===== src/rtl/sdram_cmd_arbiter.sv =====
// Round-robin arbiter sharing one SDRAM controller command FIFO between NUM_REQ
// requesters, with an owner-tag FIFO that routes read data back to its requester.
module sdram_cmd_arbiter #(
    parameter int NUM_REQ   = 2,
    parameter int MAX_BURST = 8,
    parameter int TAG_DEPTH = 8
) (
    input  logic                    clock,
    input  logic                    reset_n,
    input  logic [NUM_REQ-1:0]      req_valid,
    output logic [NUM_REQ-1:0]      req_ready,
    input  logic [NUM_REQ-1:0]      req_wr_n,
    input  logic [NUM_REQ*25-1:0]   req_addr,
    input  logic [NUM_REQ*2-1:0]    req_be_n,
    input  logic [NUM_REQ*16-1:0]   req_data,
    output logic                    efifo_wr,
    output logic [43:0]             efifo_wr_data,
    input  logic                    efifo_full,
    input  logic                    rsp_valid,
    input  logic [15:0]             rsp_data,
    output logic [NUM_REQ-1:0]      rd_valid,
    output logic [15:0]             rd_data,
    output logic                    tag_err
);

    localparam int GW = $clog2(NUM_REQ);
    localparam int TW = $clog2(TAG_DEPTH);
    localparam int CW = TW + 1;
    localparam logic [7:0]    BURST_LAST   = 8'(MAX_BURST);
    localparam logic [CW-1:0] TAG_FULL_CNT = CW'(TAG_DEPTH);

    typedef enum logic {IDLE, GRANT} state_e;

    state_e              state_q, state_d;
    logic [GW-1:0]       grant_q, grant_d;
    logic [GW-1:0]       rr_ptr_q, rr_ptr_d;
    logic [7:0]          beat_q, beat_d;
    logic [GW-1:0]       tag_mem_q [TAG_DEPTH];
    logic [TW-1:0]       wr_ptr_q, wr_ptr_d;
    logic [TW-1:0]       rd_ptr_q, rd_ptr_d;
    logic [CW-1:0]       cnt_q, cnt_d;
    logic                tag_err_q, tag_err_d;
    logic [NUM_REQ-1:0]  rd_valid_q, rd_valid_d;
    logic [15:0]         rd_data_q, rd_data_d;

    logic        g_valid, g_rd, tag_full, accept, push, pop, found;
    logic [43:0] g_word;
    int          idx;

    // Mux out the granted requester's command fields.
    always_comb begin
        g_valid = 1'b0;
        g_rd    = 1'b0;
        g_word  = '0;
        for (int i = 0; i < NUM_REQ; i++) begin
            if (grant_q == GW'(i)) begin
                g_valid = req_valid[i];
                g_rd    = req_wr_n[i];
                g_word  = {req_wr_n[i], req_addr[25*i +: 25], req_be_n[2*i +: 2], req_data[16*i +: 16]};
            end
        end
    end

    assign tag_full = (cnt_q == TAG_FULL_CNT);
    assign accept   = (state_q == GRANT) && g_valid && !efifo_full && !(g_rd && tag_full);
    assign push     = accept && g_rd;
    assign pop      = rsp_valid && (cnt_q != '0);

    assign req_ready     = accept ? (NUM_REQ'(1) << grant_q) : '0;
    assign efifo_wr      = accept;
    assign efifo_wr_data = accept ? g_word : '0;
    assign rd_valid      = rd_valid_q;
    assign rd_data       = rd_data_q;
    assign tag_err       = tag_err_q;

    always_comb begin
        state_d  = state_q;
        grant_d  = grant_q;
        rr_ptr_d = rr_ptr_q;
        beat_d   = beat_q;
        found    = 1'b0;
        idx      = 0;
        case (state_q)
            IDLE: begin
                // Search starts just past the last owner so every requester gets a turn.
                for (int k = 1; k <= NUM_REQ; k++) begin
                    idx = (int'(rr_ptr_q) + k) % NUM_REQ;
                    if (!found && req_valid[idx]) begin
                        found   = 1'b1;
                        grant_d = GW'(idx);
                    end
                end
                if (found) begin
                    state_d = GRANT;
                    beat_d  = '0;
                end
            end
            GRANT: begin
                if (accept) begin
                    beat_d = beat_q + 8'd1;
                    if (beat_q + 8'd1 == BURST_LAST) begin
                        state_d  = IDLE;
                        rr_ptr_d = grant_q;
                    end
                end else if (!g_valid) begin
                    state_d  = IDLE;
                    rr_ptr_d = grant_q;
                end
            end
            default: state_d = IDLE;
        endcase
    end

    always_comb begin
        wr_ptr_d   = push ? wr_ptr_q + TW'(1) : wr_ptr_q;
        rd_ptr_d   = pop  ? rd_ptr_q + TW'(1) : rd_ptr_q;
        cnt_d      = cnt_q;
        rd_valid_d = '0;
        rd_data_d  = rd_data_q;
        tag_err_d  = tag_err_q;
        case ({push, pop})
            2'b10:   cnt_d = cnt_q + CW'(1);
            2'b01:   cnt_d = cnt_q - CW'(1);
            default: cnt_d = cnt_q;
        endcase
        if (rsp_valid) begin
            rd_data_d = rsp_data;
            if (pop) rd_valid_d = NUM_REQ'(1) << tag_mem_q[rd_ptr_q];
            else     tag_err_d  = 1'b1;
        end
    end

    always_ff @(posedge clock or negedge reset_n) begin
        if (!reset_n) begin
            state_q    <= IDLE;
            grant_q    <= '0;
            rr_ptr_q   <= '0;
            beat_q     <= '0;
            wr_ptr_q   <= '0;
            rd_ptr_q   <= '0;
            cnt_q      <= '0;
            tag_err_q  <= 1'b0;
            rd_valid_q <= '0;
            rd_data_q  <= '0;
        end else begin
            state_q    <= state_d;
            grant_q    <= grant_d;
            rr_ptr_q   <= rr_ptr_d;
            beat_q     <= beat_d;
            wr_ptr_q   <= wr_ptr_d;
            rd_ptr_q   <= rd_ptr_d;
            cnt_q      <= cnt_d;
            tag_err_q  <= tag_err_d;
            rd_valid_q <= rd_valid_d;
            rd_data_q  <= rd_data_d;
        end
    end

    // Storage only; occupancy is tracked by cnt_q so no reset is needed.
    always_ff @(posedge clock) begin
        if (push) tag_mem_q[wr_ptr_q] <= grant_q;
    end

endmodule


===== config.mk =====
export PLATFORM = sky130hd
export DESIGN_NAME = sdram_cmd_arbiter
export DESIGN_NICKNAME = d
export VERILOG_FILES = /design/src/rtl/sdram_cmd_arbiter.sv
export SDC_FILE = /design/constraint.sdc
export NUM_CORES = 1
export LEC_CHECK = 0
export BUFFER_PORTS_ARGS = -buffer_cell sky130_fd_sc_hd__buf_2
export CAP_MARGIN = 20
export CORE_UTILIZATION = 30
export DETAILED_ROUTE_END_ITERATION = 8
export PLACE_DENSITY = 0.65
export SKIP_LAST_GASP = 1
export SYNTH_ARGS = -nofsm -noshare
export SYNTH_HDL_FRONTEND = slang
export SYNTH_SLANG_ARGS = --single-unit

===== constraint.sdc =====
create_clock -name clock -period 4.2 [get_ports clock]
set_input_delay 0.42 -clock clock [delete_from_list [all_inputs] [get_ports clock]]
set_output_delay 0.42 -clock clock [all_outputs]
set_load 0.02 [all_outputs]

==> results by group, run 1 <==
Floorplanning
  – IO Count: between 150 and 200
  – Initial core utilization: 0.3106
  – Die W: 100.0 um
  – Die height: between 100 and 150 um
  – Core Area: approximately 0.0093 mm^2
  – Die Area: roughly 0.01 mm^2
  – Row count: 35

Outcome
  – Run status: finished, final reports clean

GRT
  – Gr usage total: 0.1503
  – Vias in the first global route: around 2600
  – Largest net degree at the start of global routing: 57
  – Initial antenna violation count: 0
  – First-pass GRT wire length: between 10 and 15 mm
  – Grt ovf: 0

Worst setup path
  – Reg-to-Reg End: cnt_q[2]$_DFFE_PN0P_
  – Setup slack, reg-to-reg: between 1000 and 1500 ps
  – Setup Crit Path Kind: register to primary output
  – Worst Setup EP: efifo_wr
  – CP Max Fanout: between 50 and 60
  – Crit path from: grant_q$_DFFE_PN0P_
  – Critical Path, Cell by Cell: mux2_4 > a2111o_2 > inv_2 > buf_2
  – WP data required: between 3000 and 4000 ps
  – Kind of end point of the critical path: primary output
  – Cells on worst reg2reg path: 11
  – RR Startpoint: grant_q$_DFFE_PN0P_
  – Slowest-stage cell, CP: a2111o_2
  – Crit path DAT: between 2000 and 2500 ps
  – CP peak stage delay: a little over 800 ps
  – Crit path launch type: register

Hold path
  – HP Class: input port to asynchronous set/reset pin

Logic synthesis
  – Top cell type's share of synthesized area: 0.3471
  – Most frequent cell after synthesis: nor2_1
  – Synth Warn #: 0
  – Post-synth cell types: 41
  – Post-synth top flop: dfrtp_1
  – Ranking of synthesized cells by area: dfrtp_1 (35%), mux2i_1 (16%), edfxtp_1 (8.3%)
  – Commonest cells in the netlist: nor2_1 (55), mux2i_1 (45), dfrtp_1 (40)
  – Synthesized area per cell: around 10 um^2
  – Cell count after synthesis: around 280
  – Syn nets: 400
  – Mapped Area: 0.002884 mm^2
  – Seq cells post-synth: 48
  – Register area share after synthesis: 0.4304
  – Post-synth EDFFs: 8
  – Synth async-reset ratio: 0.8333
  – Leading area contributor after synthesis: dfrtp_1

CTS
  – TritonCTS clock tree: yes
  – H-tree Lvls: 2
  – CTS Buf Count: 5
  – Clk_lat worst skew: about 300 ps
  – Post-CTS Setup Bufs: 0
  – Clock Tree Buf Depth: 2
  – # resized after CTS: 0
  – Clk root buf: clkbuf_8
  – Hold-fix buffers, CTS: 0
  – Clock transition at the registers of the reported paths: around 90 ps
  – Clk sinks: 48

STA
  – Min cycle time layout: around 2800 ps
  – Worst-Margin Slew: 891.7 ps
  – Clk_skew: 10.90 ps
  – Slew HR: 0.4055
  – Unrepaired setup endpoints after global routing: no
  – Final setup violation count: 0
  – Hold Vio Cnt, Final: 0
  – Setup TNS: 0 ps
  – Final period utilization: 0.6763
  – Peak Freq: ~0.35 GHz
  – Worst setup margin: ~1400 ps
  – Max Slew Vio Count: 0

Drt
  – 1st-pass router iterations: 4
  – Routed Antenna Nets: 0
  – Drt via density: around 4.6
  – DR iter-0 viols: 147
  – Routed WL per cell: 13.17 um
  – Drt drc: 0
  – Drt total wl: between 7 and 8 mm
  – Via Count: about 2700

Layout
  – Share of layout cells above drive strength 1: 0.4656
  – ANT cells: 0
  – Area delta synth->final: 37.57%
  – Post-layout util: 0.4274
  – Final nets: about 570

Power and ir drop
  – Worst vdd ir: about 0.00016 V
  – Leak Pwr: ~2.1 nW
  – Pwr Density: a little over 500 mW/mm^2

Placed design
  – Placer congestion estimate: roughly 0.85
  – # port buffers: around 180
  – Pre-CTS setup slack: roughly 1500 ps
  – Final HPWL DP: approximately 6.1 mm

Run
  – Max-Cap Viols: 0
==> cells by family after synthesis <==
logic type | count (synthesis) | share of synthesized area
and+or+nand+nor | 99 | 0.1549
muxes | 67 | 0.2512
DFF | 48 | 0.4304
AOI/OAI and AO/OA | 26 | 0.06030
buffers and inverters | 24 | 0.03644
xor gates and xnor gates | 12 | 0.03644
adders and majority gates | 7 | 0.03037
==> critical path, delay by kind of cell (launching register included) <==
family                 cells  cell delay, ps
flip-flops                 1             490
AO/OA/AOI/OAI              1             830
multiplexers               1             330
buffers and inverters      2             450
==> per-layer routing <==
layer	vias up	wire, um	GRT usage
met5	-	0	0
met4	0	86	0.02787
met3	6	511	0.03134
met2	125	3836	0.2775
met1	1212	3204	0.1812
li1	1317	-	-
==> layout by cell type (no fill, tap or decap), types with 2 or more instances in the layout <==
cell	instances
mux2_2	19
dfrtp_1	39
o22ai_1	2
nand2_1	16
clkbuf_8	5
o21ai_0	5
nor3_1	2
nor2_1	55
o31ai_1	4
o21ai_1	7
nand2b_1	5
xor2_1	6
ha_1	7
and2_1	5
nor4_1	2
mux4_2	2
edfxtp_1	8
nand3_1	6
mux2i_1	45
and3_1	3
buf_2	175
inv_1	7
xnor2_1	6
==> metrics by stage <==
stage	area, um^2	std cells	hold WS (ps)	total power, mW
after floorplan	2884	283	124.4	1.428
after global placement	3856	572	442.9	1.659
after detailed placement	3856	572	460.7	1.687
after CTS	3968	580	260.3	2.027
after global routing	3968	580	294.2	2.146
final	3968	580	228.5	2.002
==> power by group <==
| group | switching (mW) | internal, mW |
|---|---|---|
| combinational | 0.533 | 0.426 |
| clock | 0.155 | 0.176 |
| sequential | 0.122 | 0.590 |
==> registers in the layout, indices dropped and copies added, names as in the netlist, 2 cells and up <==
signal / cells
rd_data: 16
wr_ptr_q: 3
rd_ptr_q: 3
cnt_q: 4
tag_mem_q: 8
beat_q: 8
rd_valid: 2
==> worst min-delay path by stage <==
stage	start	to
final	reset_n	rd_data[0]$_DFFE_PN0P_
after global routing	reset_n	rd_data[0]$_DFFE_PN0P_
after CTS	reset_n	rd_data[0]$_DFFE_PN0P_
after detailed placement	tag_err$_DFFE_PN0P_	tag_err$_DFFE_PN0P_
after global placement	tag_err$_DFFE_PN0P_	tag_err$_DFFE_PN0P_
after floorplan	reset_n	beat_q[0]$_DFFE_PN0P_
==> area by class of cell <==
cell class	instances	area (um^2)
tap	129	161.4
clock inverter	3	42.54
sequential	48	1242
timing repair buffer	176	883.3
clock buffer	5	68.82
fill	962	5316
inverter	8	30.03
multi-input combinational	211	1539
Power figures use the tool's default switching activity.
==> run 2: changes to the inputs <==
==> constraint.sdc (replaced) <==
create_clock -name clock -period 2.78 [get_ports clock]
set_input_delay 0.278 -clock clock [delete_from_list [all_inputs] [get_ports clock]]
set_output_delay 0.278 -clock clock [all_outputs]
set_load 0.02 [all_outputs]
==> run 2 against run 1 <==
Against the previous run: wire length fell by 2.0%; clock power rose by 77%; non-clock buffer count rose by 2; sequential share of layout area fell by 0.28 points; critical path depth rose by 1; critical path type unchanged; total power rose by 55%; global-route usage fell by 0.16 points; die area did not move; sequential power rose by 50%; register-to-register slack got worse by 1200 ps.
==> results by group, run 2 (synthesized netlist as in run 1, its figures left out) <==
Outcome
  – Run status: finished, final reports clean

Worst setup path
  – CP Max Fanout: between 50 and 60
  – Slowest-stage cell, CP: a2111o_2
  – Reg-to-Reg End: cnt_q[2]$_DFFE_PN0P_
  – WP data required: around 2500 ps
  – Cells on worst reg2reg path: 10
  – Crit path DAT: around 2400 ps
  – CP peak stage delay: 530 ps
  – Setup Crit Path Kind: register to primary output
  – Kind of end point of the critical path: primary output
  – Crit path launch type: register
  – Critical Path, Cell by Cell: mux2_4 > a2111o_2 > buf_4 > nor2_1 > buf_2
  – RR Startpoint: cnt_q[1]$_DFFE_PN0P_
  – Setup slack, reg-to-reg: approximately 240 ps

Power and ir drop
  – Internal power: around 1.9 mW
  – Net switching power: approximately 1.2 mW
  – Pwr Density: ~780 mW/mm^2
  – Sequential Power Share: 0.344
  – Clock share of power: 0.188
  – Logic pwr share: 0.468
  – Net Sw Frac: 0.3894
  – Leak Pwr: ~2.1 nW
  – Worst vdd ir: 0.0003384 V

Layout
  – Post-layout util: 0.4313
  – ANT cells: 0
  – Commonest non-fill, non-tap cell in the layout: buf_2
  – Most frequent cells in the layout: buf_2 (175), nor2_1 (55), mux2i_1 (45)
  – Fin cells: around 580
  – Largest register FFs: 16
  – Share of layout cells above drive strength 1: 0.4680
  – Final nets: 569
  – Area delta synth->final: 38.83%

Floorplanning
  – Row count: 35
  – IO Count: 176
  – Die Area: about 0.01 mm^2
  – Die W: 100.0 um
  – Initial core utilization: 0.3106
  – Core Area: 0.009284 mm^2
  – Die height: approximately 100 um

STA
  – Clk_skew: ~11 ps
  – Worst setup margin: 140.6 ps
  – Unrepaired setup endpoints after global routing: no
  – Setup TNS: 0 ps
  – Slew HR: 0.4146
  – Final period utilization: 0.9494
  – Peak Freq: 0.3789 GHz
  – Worst-Margin Slew: 878.1 ps
  – Hold Vio Cnt, Final: 0
  – Max Slew Vio Count: 0
  – Final setup violation count: 0
  – Min cycle time layout: between 2000 and 3000 ps
  – Hold WS: approximately 93 ps

Drt
  – Via Count: around 2700
  – Drt drc: 0
  – Routed WL per cell: 12.87 um
  – Drt total wl: 7.490 mm
  – 1st-pass router iterations: 4
  – DR iter-0 viols: between 100 and 150
  – Routed Antenna Nets: 0
  – Drt via density: ~4.6

Run
  – Max-Cap Viols: 0

Hold path
  – HP Class: input port to asynchronous set/reset pin

Placed design
  – Placed cell count: around 570
  – Pre-CTS setup slack: ~280 ps
  – Placer congestion estimate: about 0.83
  – Final HPWL DP: roughly 6.0 mm
  – # port buffers: between 150 and 200

CTS
  – TritonCTS clock tree: yes
  – Clk sinks: 48
  – Clk root buf: clkbuf_8
  – CTS Buf Count: 5
  – Clock transition at the registers of the reported paths: about 90 ps
  – Hold-fix buffers, CTS: 0
  – Post-CTS Setup Bufs: 0
  – H-tree Lvls: 2
  – # resized after CTS: 0
  – Clock Tree Buf Depth: 2
  – Clk_lat worst skew: roughly 300 ps

GRT
  – Vias in the first global route: between 2000 and 2500
  – Largest net degree at the start of global routing: between 50 and 60
  – Gr usage total: 0.1487
  – First-pass GRT wire length: 11.81 mm
  – Initial antenna violation count: 0
  – Grt ovf: 0
[run 2: changes by cell type in the layout (fill, tap and decap cells not counted), sizes merged]
cell / delta
buf: +2
clkinv: -2
bufinv: +1
clkbuf: +1
[run 2: worst max-delay path, delay by kind of cell (launching register included)]
| family | cells | cell delay (ps) |
|---|---|---|
| flip-flops | 1 | 490 |
| AND/OR/NAND/NOR | 1 | 200 |
| AO/OA/AOI/OAI | 1 | 530 |
| buffers and inverters | 2 | 500 |
| multiplexers | 1 | 320 |
[run 2: worst max-delay path by stage]
stage / slack (ps) / endpoint / start
floorplan: 250 / cnt_q[2]$_DFFE_PN0P_ / grant_q$_DFFE_PN0P_
global placement: 430 / cnt_q[2]$_DFFE_PN0P_ / cnt_q[1]$_DFFE_PN0P_
detailed placement: 280 / cnt_q[2]$_DFFE_PN0P_ / cnt_q[1]$_DFFE_PN0P_
CTS: 120 / efifo_wr_data[8] / grant_q$_DFFE_PN0P_
global route: 8 / efifo_wr_data[0] / grant_q$_DFFE_PN0P_
finish: 140 / efifo_wr_data[0] / grant_q$_DFFE_PN0P_
[run 2: power groups by stage]
stage	clock network, mW	logic [mW]	registers [mW]
after floorplan	0	1.07	1.08
after global placement	0	1.44	1.08
after detailed placement	0	1.47	1.08
after CTS	0.606	1.48	1.07
after global routing	0.632	1.61	1.10
final	0.585	1.46	1.07
[run 2: stage by stage]
step	area (um^2)	power, mW
6_report	4004	3.112
5_1_grt	4004	3.338
4_1_cts	4004	3.155
3_3_place_gp	3871	2.519
3_5_place_dp	3871	2.556
2_1_floorplan	2884	2.158
[run 2: final cells by class]
cell class                      instances  area (um^2)
Clock buffer                            6        72.57
Clock inverter                          2        60.06
Fill cell                             937         5280
Inverter                                8        30.03
Multi-Input combinational cell        211         1539
Sequential cell                        48         1242
Tap cell                              129        161.4
Timing Repair Buffer                  178        898.4
[run 2: metal layers]
layer,routed length (um),GRT usage,vias up
li1,-,-,1322
met1,3281,0.1835,1221
met2,3564,0.2594,122
met3,539,0.03760,12
met4,105,0.03790,0
met5,0,0,-
==> run 3: changes to the inputs <==
--- a/config.mk
+++ b/config.mk
@@ -5,11 +5,13 @@
 export SDC_FILE = /design/constraint.sdc
 export NUM_CORES = 1
 export LEC_CHECK = 0
-export BUFFER_PORTS_ARGS = -buffer_cell sky130_fd_sc_hd__buf_2
 export CAP_MARGIN = 20
+export CELL_PAD_IN_SITES_DETAIL_PLACEMENT = 1
+export CELL_PAD_IN_SITES_GLOBAL_PLACEMENT = 2
 export CORE_UTILIZATION = 30
 export DETAILED_ROUTE_END_ITERATION = 8
-export PLACE_DENSITY = 0.65
+export DONT_BUFFER_PORTS = 1
+export PLACE_DENSITY = 0.75
 export SKIP_LAST_GASP = 1
 export SYNTH_ARGS = -nofsm -noshare
 export SYNTH_HDL_FRONTEND = slang
==> run 3 against run 2 <==
Against the previous run: global-route usage rose by 0.38 points; sequential share of layout area is 4.9 points higher; highest routed layer unchanged; register-to-register slack better by 100 ps; final area fell by 14%; combinational power decreased by 7%; non-clock buffer count fell by 128; clock-buffer cell count down 1; largest cell class unchanged; clock power fell by 29%; worst hold slack gained 7.9 ps; die area unchanged.
==> results by group, run 3 (synthesized netlist as in run 1, its figures left out) <==
Outcome
  – Run status: finished, final reports clean

Layout
  – Post-layout util: 0.3725
  – Area delta synth->final: 19.91%
  – Largest register FFs: 16
  – Register area: around 0.0012 mm^2
  – Area of the multi-input gates: 0.001539 mm^2
  – Post-layout instance area: ~0.0035 mm^2
  – Share of layout cells above drive strength 1: 0.2585
  – Commonest non-fill, non-tap cell in the layout: nor2_1
  – Most frequent cells in the layout: nor2_1 (55), buf_4 (47), mux2i_1 (45)
  – Layout fillers: roughly 1100
  – Final nets: around 440
  – ANT cells: 0
  – Fin cells: around 450

Worst setup path
  – Reg-to-Reg End: cnt_q[2]$_DFFE_PN0P_
  – Slowest-stage cell, CP: a2111o_2
  – Kind of end point of the critical path: primary output
  – Crit path DAT: ~2300 ps
  – RR Startpoint: cnt_q[1]$_DFFE_PN0P_
  – Critical Path, Cell by Cell: mux2_4 > a2111o_2 > buf_6 > nor2_1 > buf_4
  – CP delay by family, top: compound AO/OA/AOI/OAI gates
  – Crit path launch type: register
  – Crit path buf inv count: 2
  – CP peak stage delay: roughly 640 ps
  – Setup slack, reg-to-reg: about 340 ps
  – CP Max Fanout: 43
  – Setup Crit Path Kind: register to primary output
  – WP data required: between 2000 and 3000 ps
  – Cells on worst reg2reg path: 10

STA
  – Final setup violation count: 0
  – Slew HR: 0.4720
  – Max Slew Vio Count: 0
  – Clk_skew: about 8.5 ps
  – Hold WS: 100.8 ps
  – Unrepaired setup endpoints after global routing: no
  – Final period utilization: 0.9168
  – Peak Freq: between 0.3 and 0.4 GHz
  – Worst-Margin Slew: ~790 ps
  – Min cycle time layout: ~2500 ps
  – Worst setup margin: roughly 230 ps
  – Hold Vio Cnt, Final: 0
  – Setup TNS: 0 ps

Drt
  – Routed Antenna Nets: 0
  – Drt drc: 0
  – Drt total wl: around 7.5 mm
  – Routed WL per cell: between 15 and 20 um
  – DR iter-0 viols: 57
  – Via Count: between 2000 and 2500
  – 1st-pass router iterations: 4
  – Drt via density: ~5

Power and ir drop
  – Pwr Density: about 840 mW/mm^2
  – Worst vdd ir: roughly 0.00030 V
  – Leak Pwr: ~1.6 nW
  – Total power: approximately 2.9 mW

CTS
  – TritonCTS clock tree: yes
  – CTS Buf Count: 5
  – Post-CTS Setup Bufs: 0
  – Clk root buf: clkbuf_8
  – H-tree Lvls: 2
  – Clock transition at the registers of the reported paths: 90 ps
  – Clk_lat worst skew: 300 ps
  – Clock Tree Buf Depth: 2
  – Clk sinks: 48

Hold path
  – WHS Path Cells: 1
  – HP Class: input port to register
  – Hold path endpoint: tag_err$_DFFE_PN0P_
  – Hold path startpoint: rsp_valid

Run
  – Max-Cap Viols: 0

GRT
  – Largest net degree at the start of global routing: 56
  – Grt ovf: 0
  – First-pass GRT wire length: ~12 mm
  – Initial antenna violation count: 0
  – Gr usage total: 0.1525
  – Vias in the first global route: roughly 2500

Placed design
  – Final HPWL DP: slightly below 6 mm
  – Pre-CTS setup slack: 342.6 ps
  – Placer congestion estimate: 0.7571
  – Placed instance area: between 0.003 and 0.004 mm^2
  – Placed cell count: 444
  – # port buffers: 0

Floorplanning
  – IO Count: 176
  – Core Area: 0.009284 mm^2
  – Die W: roughly 100 um
  – Die Area: between 0.01 and 0.015 mm^2
  – Initial core utilization: 0.3106
  – Row count: 35
  – Die height: ~100 um
-- run 3: changes by cell type in the layout (fill, tap and decap cells not counted), sizes merged --
| cell | previous run | this run |
|---|---|---|
| buf | 178 | 49 |
| dlygate4sd3 | 0 | 1 |
| clkbuf | 6 | 5 |
| bufinv | 2 | 0 |
| clkinv | 0 | 2 |
| inv | 8 | 9 |
-- run 3: cell type report --
cell class | count | share of cell area
Inverter | 8 | 0.008683
Clock inverter | 3 | 0.006512
Timing Repair Buffer | 50 | 0.1140
Tap cell | 129 | 0.04667
Sequential cell | 48 | 0.3593
Clock buffer | 5 | 0.01990
Multi-Input combinational cell | 211 | 0.4450
-- run 3: timing repair --
item	4_1_cts	5_1_grt
setup endpoints to repair	0	39
resized for setup	0	1
hold buffers	2	0
endpoints found under the hold margin	40	0
-- run 3: worst max-delay path by stage --
stage	start	to	slack, ps	cells past startpoint
final	grant_q$_DFFE_PN0P_	efifo_wr_data[7]	230	5
after global routing	cnt_q[1]$_DFFE_PN0P_	efifo_wr_data[7]	70	5
after CTS	cnt_q[1]$_DFFE_PN0P_	efifo_wr_data[7]	140	5
after detailed placement	cnt_q[1]$_DFFE_PN0P_	cnt_q[2]$_DFFE_PN0P_	340	10
after global placement	cnt_q[1]$_DFFE_PN0P_	cnt_q[2]$_DFFE_PN0P_	410	10
after floorplan	grant_q$_DFFE_PN0P_	cnt_q[2]$_DFFE_PN0P_	250	12
-- run 3: metal layers --
| layer | vias up | wire length (um) | GRT usage |
|---|---|---|---|
| met5 | - | 0 | 0 |
| met2 | 115 | 3961 | 0.2918 |
| met3 | 5 | 571 | 0.03969 |
| met4 | 0 | 67 | 0.03679 |
| li1 | 1068 | - | - |
| met1 | 1070 | 2883 | 0.1670 |
-- run 3: power by group --
group          internal, mW  leakage [nW]  switching (mW)  total (mW)
clock network         0.180        0.0485           0.238       0.418
logic                 0.629         0.974           0.735        1.36
registers             0.892         0.557           0.236        1.13
